### src/rtl/pipelined_adder.sv
// Pipelined add/subtract: one CHUNK-bit slice per stage, carry registered between stages.
// Upper operand slices ride forward (skewed) while finished low result slices accumulate.
module pipelined_adder #(
    parameter int unsigned WIDTH  = 16,
    parameter int unsigned STAGES = 4
) (
    input  logic             clk,
    input  logic             rst_n,
    input  logic             in_valid,
    output logic             in_ready,
    input  logic [WIDTH-1:0] a,
    input  logic [WIDTH-1:0] b,
    input  logic             cin,
    input  logic             sub,
    output logic             out_valid,
    input  logic             out_ready,
    output logic [WIDTH-1:0] z,
    output logic             carry,
    output logic             ovf
);

    localparam int unsigned Chunk = WIDTH / STAGES;

    logic             advance;
    logic [WIDTH-1:0] b_eff;
    logic             c0;

    assign advance  = !out_valid || out_ready;
    assign in_ready = advance;
    assign b_eff    = sub ? ~b : b;
    assign c0       = sub ? 1'b1 : cin;

    for (genvar k = 0; k < STAGES; k++) begin : g_stage
        // Rem = operand bits still to be added, including this stage's slice
        localparam int unsigned Rem = WIDTH - k * Chunk;

        logic [Rem-1:0]           op_a;
        logic [Rem-1:0]           op_b;
        logic                     c_in;
        logic                     v_in;
        logic [Chunk:0]           sum;
        logic [(k+1)*Chunk-1:0]   res_d;
        logic [(k+1)*Chunk-1:0]   res_q;
        logic                     cy_q;
        logic                     vld_q;

        if (k == 0) begin : g_first
            assign op_a  = a;
            assign op_b  = b_eff;
            assign c_in  = c0;
            assign v_in  = in_valid;
            assign res_d = sum[Chunk-1:0];
        end else begin : g_next
            assign op_a  = g_stage[k-1].g_fwd.rem_a_q;
            assign op_b  = g_stage[k-1].g_fwd.rem_b_q;
            assign c_in  = g_stage[k-1].cy_q;
            assign v_in  = g_stage[k-1].vld_q;
            assign res_d = {sum[Chunk-1:0], g_stage[k-1].res_q};
        end

        assign sum = {1'b0, op_a[Chunk-1:0]} + {1'b0, op_b[Chunk-1:0]} + {{Chunk{1'b0}}, c_in};

        always_ff @(posedge clk or negedge rst_n) begin
            if (!rst_n) begin
                vld_q <= 1'b0;
                cy_q  <= 1'b0;
                res_q <= '0;
            end else if (advance) begin
                vld_q <= v_in;
                cy_q  <= sum[Chunk];
                res_q <= res_d;
            end
        end

        if (k < STAGES - 1) begin : g_fwd
            logic [Rem-Chunk-1:0] rem_a_q;
            logic [Rem-Chunk-1:0] rem_b_q;

            always_ff @(posedge clk or negedge rst_n) begin
                if (!rst_n) begin
                    rem_a_q <= '0;
                    rem_b_q <= '0;
                end else if (advance) begin
                    rem_a_q <= op_a[Rem-1:Chunk];
                    rem_b_q <= op_b[Rem-1:Chunk];
                end
            end
        end else begin : g_last
            logic ovf_d;
            logic ovf_q;

            // op_a/op_b MSBs here are the skew-delayed operand sign bits
            assign ovf_d = (op_a[Rem-1] == op_b[Rem-1]) && (sum[Chunk-1] != op_a[Rem-1]);

            always_ff @(posedge clk or negedge rst_n) begin
                if (!rst_n) begin
                    ovf_q <= 1'b0;
                end else if (advance) begin
                    ovf_q <= ovf_d;
                end
            end
        end
    end

    assign out_valid = g_stage[STAGES-1].vld_q;
    assign z         = g_stage[STAGES-1].res_q;
    assign carry     = g_stage[STAGES-1].cy_q;
    assign ovf       = g_stage[STAGES-1].g_last.ovf_q;

endmodule

### config.mk
export PLATFORM = sky130hd
export DESIGN_NAME = pipelined_adder
export DESIGN_NICKNAME = d
export VERILOG_FILES = /design/src/rtl/pipelined_adder.sv
export SDC_FILE = /design/constraint.sdc
export NUM_CORES = 1
export LEC_CHECK = 0
export CORE_UTILIZATION = 59
export DETAILED_ROUTE_END_ITERATION = 10
export PLACE_DENSITY = 0.9
export SLEW_MARGIN = 0
export SYNTH_ARGS = -nofsm -noshare
export SYNTH_HDL_FRONTEND = slang
export SYNTH_SLANG_ARGS = --single-unit
### constraint.sdc
create_clock -name clk -period 5.3 [get_ports clk]
set_input_delay 1.59 -clock clk [delete_from_list [all_inputs] [get_ports clk]]
set_output_delay 1.59 -clock clk [all_outputs]
set_load 0.05 [all_outputs]
Word level (Yosys, flattened, before mapping)

Cells that the tools add are included.

Word-level logic and storage cells: 35
Output and inout port bits: 20
Flip-flop bits (word level): 97

Reduce and logical (&&, ||, !) cells: 3
Add/sub/neg operators: 8
Equal/unequal tests: 2
Bitwise operators: 1
Muxes and demuxes: 2

Operators with widths:

| cell              | count |
|---|---|
| $add 4x4->5       | 4 |
| $add 5x1->5       | 4 |
| $mux 16           | 1 |
| $not 16->16       | 1 |
| $eq 1x1->1        | 1 |
| $logic_and 1x1->1 | 1 |
| $logic_not 1->1   | 1 |
| $logic_or 1x1->1  | 1 |
| $mux 1            | 1 |
| $ne 1x1->1        | 1 |

Depth between registers and ports, before layout

Gate-level depths: netlist of the first run.

Depth in word-level cells: 4
Gate-level depth with buffers: 8

Least setup slack after synthesis of the first run

No wires, ideal clock.

Kind: in2out
Start: input port out_ready
End: output port in_ready
Cell stages on the path: 4
Arrival time: 2.141 ns
Data required time: 3.710 ns
Buffers on the path: 2
Path slack: 1.569 ns
Path through: nor2b_4 buf_6 inv_2 buf_2

Word-level cells in the longest chain between the ends: 1

RTL lines:

| what             | RTL line | text |
|---|---|---|
| from (decl)      | 16       | `input logic out_ready,` |
| $logic_or 1x1->1 | 28       | `assign advance = !out_valid \|\| out_ready;` |
| to (decl)        | 10       | `output logic in_ready,` |

No other way between the ends.

Worst setup path in the final report of the first run

Same ends and word-level chain as after synthesis.

==> summary by stage, run 1 <==
Place
Timing analysis after detailed placement gives a worst setup slack of between 1000 and 1500 ps. The number of input and output port buffers inserted is between 50 and 60. Once detailed placement completed, the half-perimeter wirelength came to about 5200 um. After detailed placement, the design holds a cell count of 596. The congestion estimate from routability-driven global placement came to between 0.7 and 0.8.

The cell area after placement is 4923 sq um.

Clock tree
The post-cts sizing count is 0. The clock latency on the worst-skew pair is between 300 and 400 ps. For this design, the sink count on the clock tree is 97. CTS built an H-tree with a depth of 3. The cell chosen for the clock root is sky130_fd_sc_hd__clkbuf_8. The hold buffer count at CTS is 0. The clock tree from TritonCTS is yes. The clock passes through at most 2 buffers.

The clock transition time at the flip-flop clock pins of the worst setup and hold paths is 80 ps. In this run the post-CTS setup repair buffer count came out at 0. The total CTS buffers is 9.

Synthesis
The post-synthesis sequential element count is 97. Dividing the synthesized area by the synthesized cell count gives a little over 9 sq um. The largest total area in the synthesized netlist belongs to sky130_fd_sc_hd__dfrtp_1. The Yosys step of the flow raised 0 warnings.

The area of the mapped netlist is approximately 4300 sq um. The number of distinct library cell variants in the gate-level netlist after synthesis is 28. The share of the Yosys chip area taken by registers is 0.5620. Ranked by total cell area, the synthesized netlist is headed by sky130_fd_sc_hd__dfrtp_1 (56%), sky130_fd_sc_hd__nand2_1 (19%), sky130_fd_sc_hd__fa_1 (3.7%), sky130_fd_sc_hd__ha_1 (3.5%), sky130_fd_sc_hd__xnor2_1 (3.0%). The top cell type's share of synthesized area is 0.5620. Synthesis handed over a netlist of around 460 instances. Synthesis produced a netlist with a net count of 520.

Floorplan
The core region is between 6000 and 7000 sq um. For this configuration, the core starts out at a cell density of 0.6220. For this design the top-level I/O count stands at 58. The die is about 88 um wide. The die is around 88 um tall. The floorplan die area is between 7000 and 8000 sq um. The row count is 30.

GRT
Global routing finished with a remaining overflow of 0. The number of antenna violations at the first check in global routing is 0. The global-route layer with the greatest usage is met2.

The via count of the first global-routing pass is 3,137. The met1 usage in global routing is 0.3277. Entering global routing, the biggest net connects between 100 and 150 pins. The met2 layer usage reported by global route is 0.3956. The first-pass GRT wire length is roughly 14,000 um.

For this run, global-route usage on met3 was measured as 0.03959. The total track usage is 0.2414.

STA
After layout, the worst setup slack is approximately 1300 ps. The fraction of the cycle the final worst path needs is 0.7515. Clock skew on the completed layout was measured at 6.822 ps. The final-report hold violation count came to 0. Across all hold checks on the routed design, the worst slack comes to approximately 470 ps. Setup repair after global routing left no endpoint under its margin.

The maximum achievable frequency is roughly 250 MHz. The number of slew-limit violations in the final report is 0. The worst slew margin relative to its limit is 0.3582. The number of failing setup endpoints in the final timing report is 0. The clock period could shrink to roughly 4000 ps. The slew at the pin closest to its max-slew limit is around 960 ps.

For the final routed database, the setup TNS stands at 0 ps.

Detailed routing
The DRC violation count after routing is 0. Dividing the detail-routed via count by the number of cells gives about 5.2. The first routing iteration left approximately 180 violations. The number of routed nets with antenna violations is 0. The routed via count is ~3,200. The total length of routed wires is between 8000 and 9000 um. The total iterations of the first detailed-routing run is 4. After detailed routing, the average wire length per cell comes to around 13 um.

Finish
The antenna diode instance count is 0. The register area is 2427 sq um. The net count of the finished layout is around 570.

The synthesis-to-layout area growth is 18.77%. The fraction of layout cells with a size suffix above 1 is 0.04651. The area used by multi-input combinational logic is approximately 1700 sq um. The fill cell instance count of the final layout is between 400 and 500. The final design area excluding fillers is just over 5000 sq um. The finished layout holds roughly 600 standard cells, fillers aside.

Status
The flow ran to the end, and the final reports show no timing, DRC or antenna violations.

Worst setup path
The largest fanout on the critical path is 2. Data on the critical path is required at its endpoint by roughly 3700 ps. For the worst setup path, the data arrival time is roughly 2400 ps. The worst setup path is launched from an input port. The kind of critical path is input port to primary output. The endpoint type of the worst setup path is a primary output.

Flow run
Max-cap violations in this run came to 0.

Hold path
The classification of the worst-slack hold path is register to register.

Power
The total leakage power is roughly 0.0025 uW. VDD sags by at most between 0.3 and 0.4 mV. The power per cell area is between 500 and 600 nW/um^2.
==> cell usage after synthesis <==
master / n
sky130_fd_sc_hd__a211oi_1: 2
sky130_fd_sc_hd__a21boi_0: 2
sky130_fd_sc_hd__a21o_1: 4
sky130_fd_sc_hd__a21oi_1: 12
sky130_fd_sc_hd__buf_2: 15
sky130_fd_sc_hd__buf_4: 3
sky130_fd_sc_hd__buf_6: 1
sky130_fd_sc_hd__clkbuf_1: 4
sky130_fd_sc_hd__dfrtp_1: 97
sky130_fd_sc_hd__fa_1: 8
sky130_fd_sc_hd__ha_1: 12
sky130_fd_sc_hd__inv_1: 10
sky130_fd_sc_hd__inv_2: 1
sky130_fd_sc_hd__mux2i_1: 3
sky130_fd_sc_hd__nand2_1: 224
sky130_fd_sc_hd__nand2b_1: 1
sky130_fd_sc_hd__nand3_1: 4
sky130_fd_sc_hd__nor2_1: 6
sky130_fd_sc_hd__nor2b_1: 4
sky130_fd_sc_hd__nor2b_4: 1
sky130_fd_sc_hd__o2111ai_1: 3
sky130_fd_sc_hd__o21ai_0: 20
sky130_fd_sc_hd__o31ai_1: 1
sky130_fd_sc_hd__o41ai_1: 1
sky130_fd_sc_hd__or2_2: 1
sky130_fd_sc_hd__or4_1: 3
sky130_fd_sc_hd__xnor2_1: 15
sky130_fd_sc_hd__xor2_1: 4
==> metal layers <==
metal | up-vias | share of wire
met4 | 0 | 0.017
met3 | 12 | 0.041
li1 | 1546 | -
met1 | 1537 | 0.45
met2 | 90 | 0.49
met5 | - | 0
==> cells in the final DEF, fill, tap and decap left out, types with 4 or more instances in the layout <==
cell type	count
sky130_fd_sc_hd__nand2_1	224
sky130_fd_sc_hd__dfrtp_1	97
sky130_fd_sc_hd__clkdlybuf4s50_1	55
sky130_fd_sc_hd__o21ai_0	20
sky130_fd_sc_hd__xnor2_1	15
sky130_fd_sc_hd__a21oi_1	12
sky130_fd_sc_hd__ha_1	12
sky130_fd_sc_hd__clkbuf_8	11
sky130_fd_sc_hd__inv_1	10
sky130_fd_sc_hd__fa_1	8
sky130_fd_sc_hd__nor2_1	6
sky130_fd_sc_hd__buf_4	5
sky130_fd_sc_hd__xor2_1	4
sky130_fd_sc_hd__nor2b_1	4
sky130_fd_sc_hd__nand3_1	4
sky130_fd_sc_hd__a21o_1	4
==> logic make-up after synthesis <==
family / after synthesis / share of synthesized area
compound gates: 45 / 0.06084
xor+xnor: 19 / 0.03853
fa+ha+maj: 20 / 0.07184
buf+inv: 34 / 0.03824
flops: 97 / 0.5620
mux: 3 / 0.006953
simple gates: 244 / 0.2216
==> where the power goes <==
group | leakage [uW] | switching (uW) | internal (uW) | total, uW
registers | 0.00118 | 190 | 1070 | 1260
clock network | 0.000103 | 249 | 244 | 493
logic | 0.00127 | 816 | 485 | 1300
==> registers in the layout (all words and copies together), names as in the netlist <==
register	count
g_stage.cy_q	3
ovf	1
z	16
carry	1
g_stage.g_fwd.rem_a_q	24
g_stage.vld_q	3
out_valid	1
g_stage.g_fwd.rem_b_q	24
g_stage.res_q	24
==> worst paths after layout <==
| path | startpoint | cells after the start | to | slack (ps) |
|---|---|---|---|---|
| min reg2reg | g_stage[2].vld_q | 2 | g_stage[2].vld_q | 470 |
| min | g_stage[2].vld_q | 2 | g_stage[2].vld_q | 470 |
| max in group asynchronous | rst_n | 2 | z[4] | 3060 |
| min in group asynchronous | rst_n | 1 | g_stage[0].vld_q | 1280 |
| max | out_ready | 4 | in_ready | 1320 |
| max reg2reg | g_stage[0].cy_q | 5 | g_stage[1].cy_q | 3380 |
==> critical path, cell delays in order <==
cell                              delay, ps
sky130_fd_sc_hd__clkdlybuf4s50_1        440
sky130_fd_sc_hd__nor2b_4                140
sky130_fd_sc_hd__inv_2                   70
sky130_fd_sc_hd__buf_12                 150
==> final cells by class <==
type	count	area share
Clock buffer	12	0.03024
Sequential cell	97	0.4732
Inverter	11	0.008049
Multi-Input combinational cell	331	0.3366
Tap cell	96	0.02341
Timing Repair Buffer	61	0.1185
Clock inverter	4	0.01000
==> metrics by stage <==
stage,power (uW),utilization
3_3_place_gp,2468,0.7090
3_5_place_dp,2553,0.7090
2_1_floorplan,2174,-
4_1_cts,3056,0.7387
6_report,3050,0.7387
5_1_grt,3271,0.7387
(Power assumes the default switching activity.)
==> run 2, diff against run 1 <==
- CORE_UTILIZATION: 59 -> 49
- PLACE_DENSITY: 0.9 -> 0.8
- clock period: 5.3 -> 3.6 ns (I/O delays scaled with it)
==> summary by stage, run 2 (synthesis results as in run 1) <==
Status
The run finished with clean final reports.

Detailed routing
Dividing the detail-routed wire length by the instance count gives about 12 um. The number of routed nets with antenna violations is 0. The detailed router finished its first iteration with approximately 140 violations. For this block, the routed nets add up to about 7500 um of wire. The final route contains a little over 3,000 vias.

The DRC violation count after routing is 0. Before antenna repair, the detailed router went through 4 iterations. The via-per-instance ratio is 4.921.

STA
The final-report hold violation count is 0. The number of failing setup endpoints in the final timing report is 0. The slew at the pin closest to its max-slew limit is between 800 and 900 ps.

The post-route worst hold slack is 470.6 ps. The summed negative setup slack over all endpoints is 0 ps. Dividing the final minimum period by the clock period gives 0.8340.

Setup repair after global routing left no endpoint under its margin. The worst path setup slack after routing is between 500 and 600 ps. The final period demand of the worst path is about 3000 ps. The worst slew margin relative to its limit is 0.4178. The clock tree skew after final layout is 8.783 ps. Timing would allow up to ~330 MHz. The number of slew-limit violations in the final report is 0.

Hold path
The classification of the worst-slack hold path is register to register.

Clock tree
The number of setup buffers added after CTS is 0. The clock tree from TritonCTS is yes. The cell chosen for the clock root is sky130_fd_sc_hd__clkbuf_8.

The clock tree synthesis step divided the H-tree into 3 levels. The post-cts sizing count is 0. The total CTS buffers is 9. Buffers inserted to repair hold after CTS numbered 0.

The number of buffers on the longest clock path is 2. The later pin in the worst-skew pair is clocked with a latency of roughly 360 ps. Counting every sink on the clock net gives between 90 and 100.

The clock transition time at the flip-flop clock pins of the worst setup and hold paths is 90 ps.

Finish
For this run, the share of the core covered by cells in the final layout is 0.6190. In the layout the commonest cells are sky130_fd_sc_hd__nand2_1 (224), sky130_fd_sc_hd__dfrtp_1 (97), sky130_fd_sc_hd__clkdlybuf4s50_1 (55). Leaving out fill and tap cells, the most frequent cell in the layout is sky130_fd_sc_hd__nand2_1. The final design area excluding fillers is a little over 5000 sq um. The largest registers in the layout are g_stage.g_fwd.rem_a_q (24), g_stage.g_fwd.rem_b_q (24), g_stage.res_q (24). Relative to the synthesized area, the layout overhead comes to 20.13%. 0 antenna diodes ended up in the layout.

Of the cells placed in the final design, the portion with a size suffix greater than 1 is 0.05019. The net count of the finished layout is around 570.

Floorplan
The floorplan step defined a core boundary enclosing roughly 8400 sq um. The count of pins on the block boundary is 58. The die is around 96 um tall.

The horizontal extent of the die is about 96 um. The floorplan die area is between 9000 and 10,000 sq um. In this run the core area contains 33 standard-cell rows.

For this configuration, the core starts out at a cell density of 0.5153.

Place
The pre-CTS setup slack is around 240 ps. The cell area after placement is 4962 sq um. During placement, the flow inserted port buffers numbering 57.

The sum of net half-perimeters after detailed placement is about 5000 um. The last weighted congestion value of the routability-driven placer is about 0.8.

Worst setup path
STA puts the critical path data arrival time at roughly 3200 ps. The data required time of the worst path is about 3800 ps. The largest fanout on the critical path is 4. STA classifies the critical path endpoint as a register.

The worst setup path is launched from an input port. The kind of critical path is input port to register.

Power
The power per cell area is a little under 900 nW/um^2. The worst-case IR drop observed on VDD is roughly 0.36 mV. For this design the static power due to leakage is between 0.002 and 0.003 uW.

GRT
The first global-routing pass estimated about 13,000 um of wire. The number of antenna violations at the first check in global routing was 0. The largest net degree at the start of global routing is 90. The total overflow left after global routing is 0. The via count of the first global-routing pass was approximately 3,100. The total track usage is 0.1883.

Flow run
Across the run, the number of max-cap violations was 0.
## run 2: power breakdown
part	switching (uW)	internal [uW]	total, uW
clock	367	416	782
combinational	1160	715	1880
sequential	279	1570	1850
## run 2: worst paths after layout
kind / startpoint / to / slack (ps) / depth (start not counted)
max in group asynchronous: rst_n / z[1] / 2200 / 2
worst max register to register: g_stage[1].cy_q / g_stage[2].cy_q / 1680 / 5
worst min register to register: z[1] / z[1] / 470 / 2
min in group asynchronous: rst_n / g_stage[1].vld_q / 730 / 1
worst max-delay path: sub / g_stage[0].cy_q / 600 / 7
worst min-delay path: z[1] / z[1] / 470 / 2
## run 2: worst max-delay path: stages
cell                              delay [ps]
sky130_fd_sc_hd__clkdlybuf4s50_1         490
sky130_fd_sc_hd__or2_2                   340
sky130_fd_sc_hd__fa_1                    420
sky130_fd_sc_hd__fa_1                    430
sky130_fd_sc_hd__a21o_1                  190
sky130_fd_sc_hd__a21oi_1                 140
sky130_fd_sc_hd__a21oi_1                  90
## run 2: layout make-up
class                           instances  area [sq um]
Fill cell                             686          3193
Inverter                               11         41.29
Tap cell                              105         131.4
Clock buffer                           11         141.4
Clock inverter                          5         85.08
Timing Repair Buffer                   63         635.6
Multi-Input combinational cell        331          1727
Sequential cell                        97          2427
## run 2: per-stage QoR
step,total power [uW],cells
floorplan,3200,462
global placement,3654,607
detailed placement,3752,607
CTS,4550,623
global route,4857,623
finish,4509,623
## run 2: layer usage
| layer | GRT usage | part of all wire | wire length, um |
|---|---|---|---|
| met1 | 0.2326 | 0.47 | 3510 |
| met2 | 0.3292 | 0.49 | 3669 |
| met3 | 0.02449 | 0.026 | 197 |
| met4 | 0.08706 | 0.021 | 160 |
| met5 | 0 | 0 | 0 |
